$ cat config.mk
export PLATFORM = sky130hd
export DESIGN_NAME = fifo_watermark
export DESIGN_NICKNAME = d
export VERILOG_FILES = /design/src/rtl/fifo_wm_pkg.sv /design/src/rtl/fifo_wm_ctrl.sv /design/src/rtl/fifo_watermark.sv
export SDC_FILE = /design/constraint.sdc
export NUM_CORES = 1
export LEC_CHECK = 0
export BUFFER_PORTS_ARGS = -buffer_cell sky130_fd_sc_hd__buf_4
export CAP_MARGIN = 15
export CORE_MARGIN = 5
export CORE_UTILIZATION = 30
export DETAILED_ROUTE_END_ITERATION = 16
export PLACE_DENSITY = 0.56
export SLEW_MARGIN = 20
export SYNTH_ARGS = -nofsm -noshare
export SYNTH_HDL_FRONTEND = slang
export SYNTH_SLANG_ARGS = --single-unit
export TNS_END_PERCENT = 10
$ cat constraint.sdc
create_clock -name clk -period 2 [get_ports clk]
set_input_delay 0.2 -clock clk [delete_from_list [all_inputs] [get_ports clk]]
set_output_delay 0.2 -clock clk [all_outputs]
set_load 0.02 [all_outputs]
$ cat src/rtl/fifo_wm_pkg.sv
// ---------------------------------------------------------------------------
// fifo_wm_pkg
// Shared definitions for the watermark FIFO.
//   occ_op_t    : the occupancy update applied on a clock edge. It is encoded
//                 as {pop, push} so that the controller can build it directly
//                 from its two enable terms.
//   count_width : the width of the occupancy counter. The counter must be able
//                 to hold 0..DEPTH, so it needs one bit more than a pointer.
// ---------------------------------------------------------------------------
package fifo_wm_pkg;

    typedef enum logic [1:0] {
        OP_NOP  = 2'b00,
        OP_PUSH = 2'b01,
        OP_POP  = 2'b10,
        OP_BOTH = 2'b11
    } occ_op_t;

    function automatic int count_width(input int addr_width);
        return addr_width + 1;
    endfunction

endpackage

$ cat src/rtl/fifo_wm_ctrl.sv
// ---------------------------------------------------------------------------
// fifo_wm_ctrl
// Holds the FIFO read and write pointers, the occupancy count and every
// status flag. All of these are registers, so none of the flags can glitch
// within a cycle.
//
// Optional feature: when FIFO_WATERMARK_ERR_EN is defined, the controller
// also provides sticky overflow and underflow flags and a clr_err input.
//
// Ports
//   clk, reset     : clock; asynchronous active-high reset
//   rd, wr         : pop and push requests
//   clr_err        : clears the sticky error flags (FIFO_WATERMARK_ERR_EN only)
//   overflow       : sticky flag, write attempted while full (ERR_EN only)
//   underflow      : sticky flag, read attempted while empty (ERR_EN only)
//   write_en       : tells the storage array to store w_data at w_addr
//   w_addr, r_addr : storage pointers; they wrap naturally at DEPTH
//   count          : occupancy, 0..DEPTH
//   empty, full, almost_empty, almost_full : registered status flags
// ---------------------------------------------------------------------------
module fifo_wm_ctrl
    import fifo_wm_pkg::*;
#(
    parameter int ADDR_WIDTH = 3,
    parameter int AF_LEVEL   = 6,
    parameter int AE_LEVEL   = 1
) (
    input  logic                                clk,
    input  logic                                reset,
    input  logic                                rd,
    input  logic                                wr,
`ifdef FIFO_WATERMARK_ERR_EN
    input  logic                                clr_err,
    output logic                                overflow,
    output logic                                underflow,
`endif
    output logic                                write_en,
    output logic [ADDR_WIDTH-1:0]               w_addr,
    output logic [ADDR_WIDTH-1:0]               r_addr,
    output logic [count_width(ADDR_WIDTH)-1:0]  count,
    output logic                                empty,
    output logic                                full,
    output logic                                almost_empty,
    output logic                                almost_full
);

    localparam int CW    = count_width(ADDR_WIDTH);
    localparam int DEPTH = 2 ** ADDR_WIDTH;

    logic          push_en;
    logic          pop_en;
    occ_op_t       op;
    logic [CW-1:0] count_next;

    // A push is allowed while full only when a pop happens on the same edge.
    // The head slot is freed on that edge, so the new word can take its place.
    assign pop_en   = rd & ~empty;
    assign push_en  = wr & (~full | rd);
    assign write_en = push_en;
    assign op       = occ_op_t'({pop_en, push_en});

    // Next occupancy. A simultaneous push and pop leaves the count unchanged.
    always_comb begin
        count_next = count;
        case (op)
            OP_PUSH: count_next = count + CW'(1);
            OP_POP:  count_next = count - CW'(1);
            default: count_next = count;
        endcase
    end

    // The pointers, the count and the flags all update on the same edge.
    // Each flag is computed from count_next, so it is registered together
    // with the count and always agrees with it.
    always_ff @(posedge clk or posedge reset) begin
        if (reset) begin
            w_addr       <= '0;
            r_addr       <= '0;
            count        <= '0;
            empty        <= 1'b1;
            full         <= 1'b0;
            almost_empty <= 1'b1;
            almost_full  <= 1'b0;
        end else begin
            if (push_en) begin
                w_addr <= w_addr + 1'b1;
            end
            if (pop_en) begin
                r_addr <= r_addr + 1'b1;
            end
            count        <= count_next;
            empty        <= (count_next == '0);
            full         <= (count_next == CW'(DEPTH));
            almost_empty <= (count_next <= CW'(AE_LEVEL));
            almost_full  <= (count_next >= CW'(AF_LEVEL));
        end
    end

`ifdef FIFO_WATERMARK_ERR_EN
    // Sticky error flags. A set event takes priority over clr_err in the
    // same cycle, so an error that occurs while clearing is not lost.
    always_ff @(posedge clk or posedge reset) begin
        if (reset) begin
            overflow  <= 1'b0;
            underflow <= 1'b0;
        end else begin
            overflow  <= (wr & full & ~rd) | (overflow & ~clr_err);
            underflow <= (rd & empty) | (underflow & ~clr_err);
        end
    end
`endif

endmodule

$ cat src/rtl/fifo_watermark.sv
// ---------------------------------------------------------------------------
// fifo_watermark
// A single-clock FIFO with almost_empty and almost_full watermark flags.
// This file holds the storage array and the combinational read mux, so the
// head word appears on r_data as soon as r_addr settles. The fifo_wm_ctrl
// submodule holds the pointers, the count and the flags. Storage is not
// reset; the reset only clears the pointers, which discards any queued data.
//
// Optional feature: macro FIFO_WATERMARK_ERR_EN adds the ports overflow,
// underflow and clr_err.
//
// Ports
//   clk, reset       : clock; asynchronous active-high reset
//   rd, wr           : pop and push requests
//   w_data           : data for a push
//   r_data           : word at the head (don't-care while empty)
//   empty, full      : occupancy is 0, occupancy is DEPTH
//   almost_empty     : count <= AE_LEVEL
//   almost_full      : count >= AF_LEVEL
//   count            : occupancy, 0..DEPTH
//   clr_err, overflow, underflow : sticky error interface (ERR_EN only)
// ---------------------------------------------------------------------------
module fifo_watermark
    import fifo_wm_pkg::*;
#(
    parameter int DATA_WIDTH = 8,
    parameter int ADDR_WIDTH = 3,
    parameter int AF_LEVEL   = 6,
    parameter int AE_LEVEL   = 1
) (
    input  logic                   clk,
    input  logic                   reset,
    input  logic                   rd,
    input  logic                   wr,
    input  logic [DATA_WIDTH-1:0]  w_data,
    output logic [DATA_WIDTH-1:0]  r_data,
    output logic                   empty,
    output logic                   full,
    output logic                   almost_empty,
    output logic                   almost_full,
`ifdef FIFO_WATERMARK_ERR_EN
    input  logic                   clr_err,
    output logic                   overflow,
    output logic                   underflow,
`endif
    output logic [ADDR_WIDTH:0]    count
);

    localparam int DEPTH = 2 ** ADDR_WIDTH;

    // Stop elaboration if a watermark threshold is outside its legal range.
    generate
        if (AF_LEVEL < 1 || AF_LEVEL > DEPTH) begin : g_bad_af
            $error("fifo_watermark: AF_LEVEL must be within 1..DEPTH");
        end
        if (AE_LEVEL < 0 || AE_LEVEL > DEPTH - 1) begin : g_bad_ae
            $error("fifo_watermark: AE_LEVEL must be within 0..DEPTH-1");
        end
    endgenerate

    logic [DATA_WIDTH-1:0] mem [DEPTH];
    logic [ADDR_WIDTH-1:0] w_addr;
    logic [ADDR_WIDTH-1:0] r_addr;
    logic                  write_en;

    fifo_wm_ctrl #(
        .ADDR_WIDTH (ADDR_WIDTH),
        .AF_LEVEL   (AF_LEVEL),
        .AE_LEVEL   (AE_LEVEL)
    ) u_ctrl (
        .clk          (clk),
        .reset        (reset),
        .rd           (rd),
        .wr           (wr),
`ifdef FIFO_WATERMARK_ERR_EN
        .clr_err      (clr_err),
        .overflow     (overflow),
        .underflow    (underflow),
`endif
        .write_en     (write_en),
        .w_addr       (w_addr),
        .r_addr       (r_addr),
        .count        (count),
        .empty        (empty),
        .full         (full),
        .almost_empty (almost_empty),
        .almost_full  (almost_full)
    );

    // Storage has no reset so that it maps onto plain RAM.
    always_ff @(posedge clk) begin
        if (write_en) begin
            mem[w_addr] <= w_data;
        end
    end

    // The read is combinational, so the head word follows r_addr directly.
    assign r_data = mem[r_addr];

endmodule

==> flow_summary.yaml <==
run_status:
  status: "complete, but fails checks"
  violations: "negative setup slack"
cells_and_area:
  fin_util_pct: 38.49
  layout-drive-gt1-share_pct: 44.74
  antennaDiodeCount: 0
  nets: 239
  final_cells: 364
  area_growth_pct: 25.58
logic_synthesis:
  synth_top_area_share_pct: 60.74
  yosys-top-cells-area: "edfxtp_1 (61%), mux4_2 (11%), dfrtp_1 (9.5%)"
  synth_area_per_cell_um2: 18.50
  synth-main-ff-cell: "edfxtp_1"
  yosys_warnings: 0
  ys_seq_area_share_pct: 71.89
  syn_nets: 187
  synthCells: 171
  synthTopCellsByCount: "edfxtp_1 (64), mux4_2 (16), dfrtp_1 (12)"
  synth_edf_count: 64
  ys_async_sr_fraction_pct: 17.95
  synth_cell_types: 33
  syn_area_um2: 3164
  synth_seq_cells: 78
  yosysTopAreaCell: "edfxtp_1"
  synthMostInstantiatedCell: "edfxtp_1"
global_route:
  grt_pass1_wl_mm: 9.259
  grt_overflow: 0
  grt_start_max_net_pins: 17
  antenna_found_initial: 0
  grtUsageTotal_pct: 9.716
  grt_pass1_vias: 1723
clock_tree:
  clk_pin_slew_ns: 0.09
  ctsRootBufferMaster: "clkbuf_8"
  clk_latency_ns: 0.34
  clockBufferDepth: 2
  cts_inserted_buffers: 9
  cts_tree: "done"
  htreeDepth: 3
  cts.sinks: 78
route:
  routed_wl_mm: 5.868
  drc_errors: 0
  dr.pass1.iters: 4
  vias: 1657
  drt_iter0_markers: 72
  wl_per_cell_um: 16.12
  ant_nets: 0
  drt-vias-per-instance: 4.552
critical_path:
  end_kind: "primary output"
  cp.required_ns: 1.80
  critPathKind: "reg -> out"
  crit_arrival_ns: 1.90
  start_kind: "flip-flop"
  cp_max_fo: 8
floorplan:
  die-area_um2: 12700
  die_h_um: 112.7
  die_w_um: 112.7
  ios: 28
  fp.coreArea_um2: 10320
  start_util_pct: 30.65
  num_rows: 37
sta:
  drv_slew: 0
  fin_setup_tns_ns: -0.6307
  grt_setup_unrepaired: "yes"
  finalHoldViolations: 0
  finalCritPeriodShare_pct: 104.8
  finClkSkew_ns: 0.007947
  clock.fmax_mhz: 477.2
  tightest_slew_ns: 0.5909
  finalWorstSetupSlack_ns: -0.09575
  period_minus_slack_ns: 2.096
  slew-limit-headroom_pct: 60.61
  setup_viol: 8
placed_design:
  post-place-ws_ns: -0.002231
  dp.cells: 345
  gp_congestion: 0.7568
  hpwl_mm: 3.835
  numPortBuffers: 27
pwr:
  ir_worst_vdd_uv: 631.3
  power.density_nw_per_um2: 1494
  p_total_w: 0.005935
  power.leakage_nw: 1.443
flow_run:
  maxCapViolCount: 0
hold_path:
  hold_class: "in -> reg"
-- cell type report --
cell class | count | area [µm²]
fillers | 949 | 6350
flip-flops and latches | 78 | 2276
multi-input cells | 79 | 895.9
repair buffers | 48 | 427.9
well taps | 136 | 170.2
clock buffers | 9 | 123.9
clock inverters | 7 | 53.80
inverters | 7 | 26.28
-- power by group --
part / internal (W) / total, W / switching (W)
Sequential: 0.00211 / 0.00239 / 0.000282
Clock: 0.000464 / 0.00107 / 0.000603
Combinational: 0.00135 / 0.00248 / 0.00113
Total: 0.00392 / 0.00594 / 0.00201
-- per-layer routing --
layer	track usage, %	share of wire [%]	vias up
met4	3.365	1.1	0
met2	15.48	48	43
met3	3.102	5.6	8
li1	-	-	765
met5	0	0	-
met1	12.54	45	841
-- worst paths after layout --
path                                               from                            to  slack [ns]  cells after the start
setup / recovery           u_ctrl.r_addr[0]$_DFFE_PP0P_                     r_data[2]        -0.1                      4
hold / removal                                w_data[5]           mem[4][5]$_DFFE_PP_        0.09                      1
setup reg to reg                 u_ctrl.empty$_DFF_PP1_  u_ctrl.almost_full$_DFF_PP0_        0.05                      8
hold reg to reg            u_ctrl.w_addr[0]$_DFFE_PP0P_  u_ctrl.w_addr[0]$_DFFE_PP0P_        0.56                      2
max in group asynchronous                         reset  u_ctrl.r_addr[0]$_DFFE_PP0P_        1.15                      3
min in group asynchronous                         reset  u_ctrl.almost_full$_DFF_PP0_        0.46                      3
-- placed cells by master, fill, tap and decap left out, types with 2 or more instances in the layout --
cell type / instances
buf_12: 2
nor2_1: 11
clkbuf_8: 9
ha_1: 2
buf_6: 6
mux4_2: 16
xnor2_1: 3
mux2_2: 5
dfrtp_1: 11
inv_1: 6
xnor2_2: 4
buf_4: 38
nand2_1: 10
nor3_1: 2
inv_6: 4
clkinvlp_4: 2
dfstp_2: 2
mux2_4: 4
edfxtp_1: 64
nand2b_1: 3
-- metrics by stage --
stage	hold WS (ns)	area [µm²]
global route	0.06524	3974
floorplan	0.08779	3169
CTS	0.07245	3923
finish	0.08551	3974
detailed placement	0.2890	3661
global placement	0.2873	3661
-- kinds of logic after synthesis --
group / synth area share (%)
XOR/XNOR: 2.214
multiplexers: 14.91
AO/OA/AOI/OAI: 1.700
flip-flops: 71.89
adder cells (fa/ha/maj): 1.582
AND/OR/NAND/NOR: 5.576
buffers and inverters: 2.135
-- what timing repair did --
action | 4_1_cts | 5_1_grt
endpoints found under the setup margin | 11 | 14
resized for setup | 12 | 12
setup buffers | 1 | 0
pin swaps | 0 | 2
hold endpoints to repair | 12 | 0
hold buffers | 1 | 0
gates cloned | 1 | 0
-- flip-flops by register name (all words and copies together) (netlist names) --
| register | cells |
|---|---|
| mem | 64 |
| u_ctrl.count | 4 |
| u_ctrl.r_addr | 3 |
| u_ctrl.w_addr | 3 |
| u_ctrl.almost_empty | 1 |
| u_ctrl.almost_full | 1 |
| u_ctrl.empty | 1 |
| u_ctrl.full | 1 |
-- worst max-delay path, stage by stage (launching register included) --
cell	delay, ns
dfrtp_2	0.44
clkbuf_16	0.19
mux4_2	0.48
mux2_2	0.28
buf_4	0.16
Note: power is estimated with default switching activity, not from simulation.
